<file path="src/rtl/adc_sample_writer.sv">
// Capture stage: stores each 12-bit ADC result as two bytes in BRAM port B
// until the requested number of samples is written, then flags completion.
module adc_sample_writer #(
    parameter logic [11:0] BASE_ADDR   = 12'h010,
    parameter int unsigned MAX_SAMPLES = 2040
) (
    input  logic        clk,
    input  logic        rst,
    input  logic        start,
    input  logic [11:0] nSamples,
    input  logic [11:0] dataAdc,
    input  logic        readyAdc,
    output logic [11:0] busBramAddr,
    output logic [7:0]  busBramOut,
    output logic        ctrlWeBram,
    output logic        clkBram,
    output logic        busy,
    output logic        done,
    output logic        overrun,
    output logic [11:0] sampleCnt
);

    localparam int unsigned AW = 12;
    localparam int unsigned CW = 12;

    typedef enum logic [2:0] {
        S_IDLE,
        S_WAIT,
        S_WR_LO,
        S_WR_HI,
        S_DONE
    } state_t;

    state_t        state;
    logic          rdyQ;
    logic [AW-1:0] ptr;
    logic [CW-1:0] nLatched;
    logic [3:0]    sampleHi;

    logic          rdyEdge;
    logic [CW-1:0] nClamped;
    logic [CW-1:0] cntNext;

    assign clkBram  = clk;
    assign rdyEdge  = readyAdc & ~rdyQ;
    assign nClamped = (nSamples > CW'(MAX_SAMPLES)) ? CW'(MAX_SAMPLES) : nSamples;
    assign cntNext  = sampleCnt + CW'(1);

    // Outputs are set on the edge that enters each state, so the low byte is
    // on the bus during WR_LO and the high byte during WR_HI.
    always_ff @(posedge clk) begin
        if (rst) begin
            state       <= S_IDLE;
            rdyQ        <= 1'b0;
            ptr         <= '0;
            nLatched    <= '0;
            sampleHi    <= '0;
            busBramAddr <= '0;
            busBramOut  <= '0;
            ctrlWeBram  <= 1'b0;
            busy        <= 1'b0;
            done        <= 1'b0;
            overrun     <= 1'b0;
            sampleCnt   <= '0;
        end else begin
            rdyQ       <= readyAdc;
            ctrlWeBram <= 1'b0;
            busBramOut <= '0;
            case (state)
                S_IDLE, S_DONE: begin
                    if (start) begin
                        nLatched  <= nClamped;
                        sampleCnt <= '0;
                        overrun   <= 1'b0;
                        ptr       <= BASE_ADDR;
                        if (nClamped == '0) begin
                            state <= S_DONE;
                            done  <= 1'b1;
                        end else begin
                            state <= S_WAIT;
                            busy  <= 1'b1;
                            done  <= 1'b0;
                        end
                    end
                end
                S_WAIT: begin
                    if (rdyEdge) begin
                        sampleHi    <= dataAdc[11:8];
                        ctrlWeBram  <= 1'b1;
                        busBramAddr <= ptr;
                        busBramOut  <= dataAdc[7:0];
                        ptr         <= ptr + AW'(1);
                        state       <= S_WR_LO;
                    end
                end
                S_WR_LO: begin
                    if (rdyEdge) overrun <= 1'b1;
                    ctrlWeBram  <= 1'b1;
                    busBramAddr <= ptr;
                    busBramOut  <= {4'b0000, sampleHi};
                    ptr         <= ptr + AW'(1);
                    state       <= S_WR_HI;
                end
                S_WR_HI: begin
                    if (rdyEdge) overrun <= 1'b1;
                    sampleCnt <= cntNext;
                    if (cntNext == nLatched) begin
                        state <= S_DONE;
                        busy  <= 1'b0;
                        done  <= 1'b1;
                    end else begin
                        state <= S_WAIT;
                    end
                end
                default: state <= S_IDLE;
            endcase
        end
    end

endmodule

</file>
<file path="config.mk">
export PLATFORM = sky130hd
export DESIGN_NAME = adc_sample_writer
export DESIGN_NICKNAME = d
export VERILOG_FILES = /design/src/rtl/adc_sample_writer.sv
export SDC_FILE = /design/constraint.sdc
export NUM_CORES = 1
export LEC_CHECK = 0
export ABC_AREA = 1
export BUFFER_PORTS_ARGS = -buffer_cell sky130_fd_sc_hd__buf_2
export CAP_MARGIN = 20
export CELL_PAD_IN_SITES_DETAIL_PLACEMENT = 0
export CELL_PAD_IN_SITES_GLOBAL_PLACEMENT = 1
export CORE_MARGIN = 2
export CORE_UTILIZATION = 36
export CTS_BUF_LIST = sky130_fd_sc_hd__clkbuf_8
export DETAILED_ROUTE_END_ITERATION = 16
export GPL_ROUTABILITY_DRIVEN = 0
export PLACE_DENSITY = 0.76
export SYNTH_ARGS = -nofsm -noshare
export SYNTH_HDL_FRONTEND = slang
export SYNTH_SLANG_ARGS = --single-unit
</file>
<file path="constraint.sdc">
create_clock -name clk -period 1.65 [get_ports clk]
set_clock_uncertainty 0.05 [all_clocks]
set_input_delay 0.165 -clock clk [delete_from_list [all_inputs] [get_ports clk]]
set_output_delay 0.165 -clock clk [all_outputs]
set_load 0.05 [all_outputs]
</file>
==> results by group, run 1 <==
Outcome
  – Status: finished with violations
  – Violated checks: setup timing

STA
  – Final hold violations: 0
  – Final setup vio count: 4
  – Crit path time final: 1.79 ns
  – Hold WS: 0.0529 ns
  – Final period util: 109%
  – F_max: 558 MHz
  – PnR worst setup slack: -0.144 ns
  – RSZ-0062 raised after global routing: yes
  – Rel. slew slack: 74.4%
  – Slew Viols, Final: 0
  – Worst-margin pin slew: 0.385 ns

Synth
  – Synth Area per Inst: 6.94 µm²
  – Count of cell types in the netlist: 35
  – Area share of the largest cell type after synthesis: 43.4%
  – Seq/Total Area, Yosys: 43.4%
  – Post-Syn Nets: 482
  – Yosys top cell by area: dfxtp_1
  – Synth warn: 0
  – Dominant cells by area after synthesis: dfxtp_1, nand2_1, nor2_1
  – Synth Cell Area: 3140 µm²
  – Yosys reg bits: 68
  – Post-Synthesis Cells: 452

Route
  – Drt drc: 0
  – Met1 wire length: 4050 µm
  – Routed wire length per instance: 12.7 µm
  – Vias: 3316
  – First-pass DRT Iterations: 4
  – WL met3: 346 µm
  – DRT antenna net count: 0
  – 1st-iter DRT viols: 121
  – Vias per cell: 4.78
  – Top routing layer used: met4
  – Metal2 WL: 4280 µm
  – Post-Route WL: 8810 µm

Critical path
  – CP Launch Type: register
  – Setup Crit Path Kind: register to register
  – Crit-path max FO: 5
  – Critical Path RT: 1.98 ns
  – Critical Path Sink Type: register
  – Critical Path AT: 2.13 ns
  – Flop2flop setup slack: -0.14 ns

Power and ir drop
  – Lkg Pwr: 1.98 nW
  – Peak VDD IR: 0.000806 V
  – Cell Pwr Density: 992 nW/µm²
  – Total power: 4.49 mW

GRT
  – GRT overflow: 0
  – Largest net degree at the start of global routing: 30
  – GRT Total Usage: 19.0%
  – Number of global-route vias before repair: 3220
  – First-pass GRT wire length: 14600 µm
  – Initial antenna violation count: 0

Min path
  – Hold crit path type: primary input to register

Flow run
  – MaxCap Viol Count: 0

Placed design
  – DP Area: 3850 µm²
  – Cells after DPL: 644
  – Hpwl dp: 6140 µm
  – Setup slack at placement: -0.0999 ns
  – IO buf count: 64

Floorplan
  – IO Pins: 65
  – Core area: 8590 µm²
  – Core Rows: 34
  – DIE WIDTH: 97.3 µm
  – DIE AREA: 9480 µm²
  – Die height: 97.3 µm
  – Starting Density: 36.5%

Cells and area
  – Post-route cell area: 4530 µm²
  – Post-Layout Cell Count: 693
  – Layout cells sized above 1: 31.8%
  – NumNets Final: 610
  – Diodes inserted: 0
  – Commonest non-fill, non-tap cell in the layout: nand2_1
  – Area grow syn2layout: 44.3%
  – Most frequent cells in the layout: nand2_1, buf_2, nor2_1

Clocking
  – Clk pin slew, worst setup/hold paths: 0.07 ns
  – Clk_lat worst skew: 0.45 ns
  – TritonCTS clock tree: done
==> flip-flops by register name, summed over array words and instances (netlist names) <==
name         cells
busBramAddr     12
busBramOut       8
busy             1
ctrlWeBram       1
done             1
nLatched        12
overrun          1
ptr             12
rdyQ             1
sampleCnt       12
sampleHi         4
state            3
==> per-stage QoR <==
step,utilization [%],setup TNS [ns]
after floorplan,-,-0.280
after global placement,44.8,-0.294
after detailed placement,44.8,-0.345
after CTS,50.6,-0.338
after global routing,52.7,-1.14
final,52.7,-0.504
==> cell usage after synthesis, drive strengths merged <==
library cell	n
nand2	108
nor2	73
dfxtp	68
inv	49
nand3	35
a21oi	32
o21ai	28
clkbuf	11
nand3b	7
nand4	6
o221ai	6
a22oi	4
buf	4
nor3	4
a211oi	3
a31oi	2
clkinv	2
ha	2
o22ai	2
a221oi	1
a32o	1
nor4	1
o21bai	1
or2	1
xnor2	1
==> per-layer routing <==
layer,up-vias,track usage [%]
li1,1735,-
met4,0,7.80
met1,1483,24.2
met3,17,4.03
met5,-,0
met2,81,31.4
==> power by group <==
| group | internal, mW | switching (mW) | total (mW) |
|---|---|---|---|
| clock | 0.897 | 0.776 | 1.67 |
| sequential | 1.76 | 0.0730 | 1.83 |
| combinational | 0.352 | 0.635 | 0.987 |
==> path summary, 6_finish.rpt <==
check	end	cells after the start	from
max	busy	11	sampleCnt[0]
max reg2reg	busy	11	sampleCnt[0]
min reg2reg	ptr[11]	1	ptr[11]
min	nLatched[1]	4	nSamples[11]
==> worst max-delay path: stages (launching register included) <==
cell	delay (ns)
dfxtp_4	0.39
ha_4	0.19
nand3_4	0.11
nor2_4	0.11
nand2_1	0.10
nand3b_1	0.10
nand3_1	0.12
nor2_4	0.18
nand4_4	0.13
nand2_1	0.09
nand2_1	0.06
a21oi_2	0.11
==> logic make-up (layout without fill, tap and decap cells) <==
| group | after synthesis | in the layout | share of synthesized area (%) |
|---|---|---|---|
| DFF | 68 | 68 | 43.4 |
| buffers and inverters | 66 | 199 | 8.10 |
| and+or+nand+nor | 235 | 235 | 32.6 |
| xor gates and xnor gates | 1 | 1 | 0.279 |
| AOI/OAI and AO/OA | 80 | 80 | 14.8 |
| adders and majority gates | 2 | 2 | 0.798 |
==> layout make-up <==
type | count | area, µm²
Multi-Input combinational cell | 318 | 1690
Clock inverter | 6 | 56.3
Timing Repair inverter | 1 | 7.51
Clock buffer | 14 | 184
Inverter | 51 | 195
Tap cell | 108 | 135
Sequential cell | 68 | 1390
Timing Repair Buffer | 127 | 872
Fill cell | 880 | 4070
==> what timing repair did <==
item                                    in CTS  in global routing
hold buffers                                23                  1
gates cloned                                 0                  1
pin swaps                                    4                 14
resized for setup                            9                 39
setup buffers                                0                  5
endpoints found under the hold margin       23                  1
endpoints found under the setup margin       9                 37
Power figures use the tool's default switching activity.
==> run 2: changes to the inputs <==
--- a/config.mk
+++ b/config.mk
@@ -12,9 +12,10 @@
 export CELL_PAD_IN_SITES_GLOBAL_PLACEMENT = 1
 export CORE_MARGIN = 2
-export CORE_UTILIZATION = 36
+export CORE_UTILIZATION = 30
 export CTS_BUF_LIST = sky130_fd_sc_hd__clkbuf_8
+export CTS_CLUSTER_SIZE = 40
 export DETAILED_ROUTE_END_ITERATION = 16
 export GPL_ROUTABILITY_DRIVEN = 0
-export PLACE_DENSITY = 0.76
+export PLACE_DENSITY = 0.65
 export SYNTH_ARGS = -nofsm -noshare
 export SYNTH_HDL_FRONTEND = slang
--- a/constraint.sdc
+++ b/constraint.sdc
@@ -3,3 +3,3 @@
 set_input_delay 0.165 -clock clk [delete_from_list [all_inputs] [get_ports clk]]
 set_output_delay 0.165 -clock clk [all_outputs]
-set_load 0.05 [all_outputs]
+set_load 0.005 [all_outputs]
==> run 2 against run 1 <==
Compared with the run above: clock power up 15%; the run still ends with setup timing left; sequential share of layout area is 1.7 points lower; combinational power shrank 20%; largest power group is now clock.
==> results by group, run 2 (same netlist as run 1, synthesis figures left out) <==
Placed design
  – Hpwl dp: 6820 µm
  – DP Area: 3930 µm²
  – IO buf count: 64

Route
  – Post-Route WL: 9660 µm
  – 1st-iter DRT viols: 104
  – First-pass DRT Iterations: 4
  – Vias per cell: 4.58
  – Routed wire length per instance: 13.1 µm
  – Vias: 3379
  – DRT antenna net count: 0
  – Drt drc: 0

GRT
  – First-pass GRT wire length: 15600 µm
  – Largest net degree at the start of global routing: 18
  – Number of global-route vias before repair: 3368
  – GRT Total Usage: 17.6%
  – Initial antenna violation count: 0
  – GRT overflow: 0

STA
  – Slew Viols, Final: 0
  – Final hold violations: 0
  – Rel. slew slack: 81.5%
  – Worst-margin pin slew: 0.277 ns
  – Final TNS setup: -0.629 ns
  – F_max: 546 MHz
  – Crit path time final: 1.83 ns
  – RSZ-0062 raised after global routing: yes
  – Hold WS: 0.0204 ns
  – PnR worst setup slack: -0.181 ns
  – Final setup vio count: 4
  – Final period util: 111%

Cells and area
  – Commonest non-fill, non-tap cell in the layout: nand2_1
  – NumNets Final: 626
  – Diodes inserted: 0
  – Area grow syn2layout: 52.8%
  – Most frequent cells in the layout: nand2_1, buf_2, nor2_1
  – Layout cells sized above 1: 34.9%
  – Post-route cell area: 4790 µm²

Floorplan
  – Starting Density: 30.7%
  – DIE WIDTH: 106 µm
  – Core area: 10200 µm²
  – DIE AREA: 11300 µm²
  – Die height: 106 µm
  – IO Pins: 65
  – Core Rows: 37

Power and ir drop
  – Cell Pwr Density: 949 nW/µm²
  – P_int: 3.30 mW
  – Power share of the clock group: 42.2%
  – Combinational fraction of design power: 17.4%
  – Psw: 1.25 mW
  – Lkg Pwr: 2.08 nW
  – Switching Share: 27.5%
  – Reg power frac: 40.5%
  – Peak VDD IR: 0.000547 V
  – Total power: 4.55 mW

Critical path
  – Setup Crit Path Kind: register to register
  – Crit-path max FO: 5
  – Critical Path AT: 2.16 ns
  – Critical Path RT: 1.98 ns
  – Critical Path Sink Type: register
  – CP Launch Type: register

Clocking
  – Clk pin slew, worst setup/hold paths: 0.08 ns
  – TritonCTS clock tree: done
  – Clk_lat worst skew: 0.45 ns

Outcome
  – Violated checks: setup timing
  – Status: finished with violations

Min path
  – Hold crit path type: primary input to register

Flow run
  – MaxCap Viol Count: 0
-- run 2: cell count changes in the layout (fill, tap and decap cells not counted), moves of 3 or more --
cell / before / now
dfxtp_1: 54 / 57
inv_1: 46 / 43
nor2_2: 8 / 2
nand3_1: 29 / 24
buf_4: 38 / 56
nand3_2: 5 / 8
dfxtp_2: 11 / 6
nor2_4: 7 / 12
-- run 2: power groups by stage --
| stage | clock, mW | combinational, mW | sequential, mW |
|---|---|---|---|
| CTS | 1.97 | 0.720 | 1.83 |
| global route | 2.05 | 0.892 | 1.86 |
| floorplan | 0.0393 | 0.358 | 1.87 |
| global placement | 0.0263 | 0.666 | 1.87 |
| finish | 1.92 | 0.789 | 1.84 |
| detailed placement | 0.0263 | 0.667 | 1.87 |
-- run 2: repair_timing --
action                                  4_1_cts  5_1_grt
buffers inserted                              1       10
hold buffers                                 23        0
endpoints found under the setup margin        6       25
gates cloned                                  0        1
resized for setup                            15       62
pin swaps                                     3       27
hold endpoints to repair                     23        0
-- run 2: area by class of cell --
type | instances | area [µm²]
flip-flops and latches | 68 | 1390
inverters | 51 | 195
repair inverters | 1 | 7.51
clock inverters | 7 | 123
well taps | 136 | 170
clock buffers | 13 | 170
fillers | 1035 | 5440
multi-input cells | 318 | 1760
repair buffers | 143 | 977
-- run 2: per-layer routing --
metal / GRT usage, % / up-vias / part of all wire (%)
li1: - / 1765 / -
met1: 22.0 / 1524 / 45
met2: 28.8 / 71 / 48
met3: 3.31 / 19 / 3.8
met4: 8.93 / 0 / 2.2
met5: 0 / - / 0
-- run 2: worst paths after layout --
check	from	to	slack [ns]	cells past startpoint
worst max-delay path	sampleCnt[1]	busy	-0.18	13
worst min register to register	ptr[11]	ptr[11]	0.39	1
worst min-delay path	rst	ptr[9]	0.02	2
worst max register to register	sampleCnt[1]	busy	-0.18	13
-- run 2: through the flow --
stage | util [%] | worst slack [ns] | cells
final | 46.9 | -0.181 | 737
after global routing | 46.9 | -0.317 | 737
after CTS | 43.9 | -0.156 | 726
after detailed placement | 38.4 | -0.242 | 683
after global placement | 38.4 | -0.220 | 683
after floorplan | - | 0.000969 | 452
-- run 2: worst max-delay path: stages (launching register included) --
cell     delay, ns
dfxtp_4       0.37
ha_4          0.28
inv_2         0.03
nand2_2       0.04
nand2_1       0.05
nor2_1        0.11
nand2_2       0.08
nor2_4        0.13
nand3_2       0.10
nor2_4        0.14
nand4_4       0.11
nand2_2       0.10
nand2_2       0.05
a21oi_2       0.12
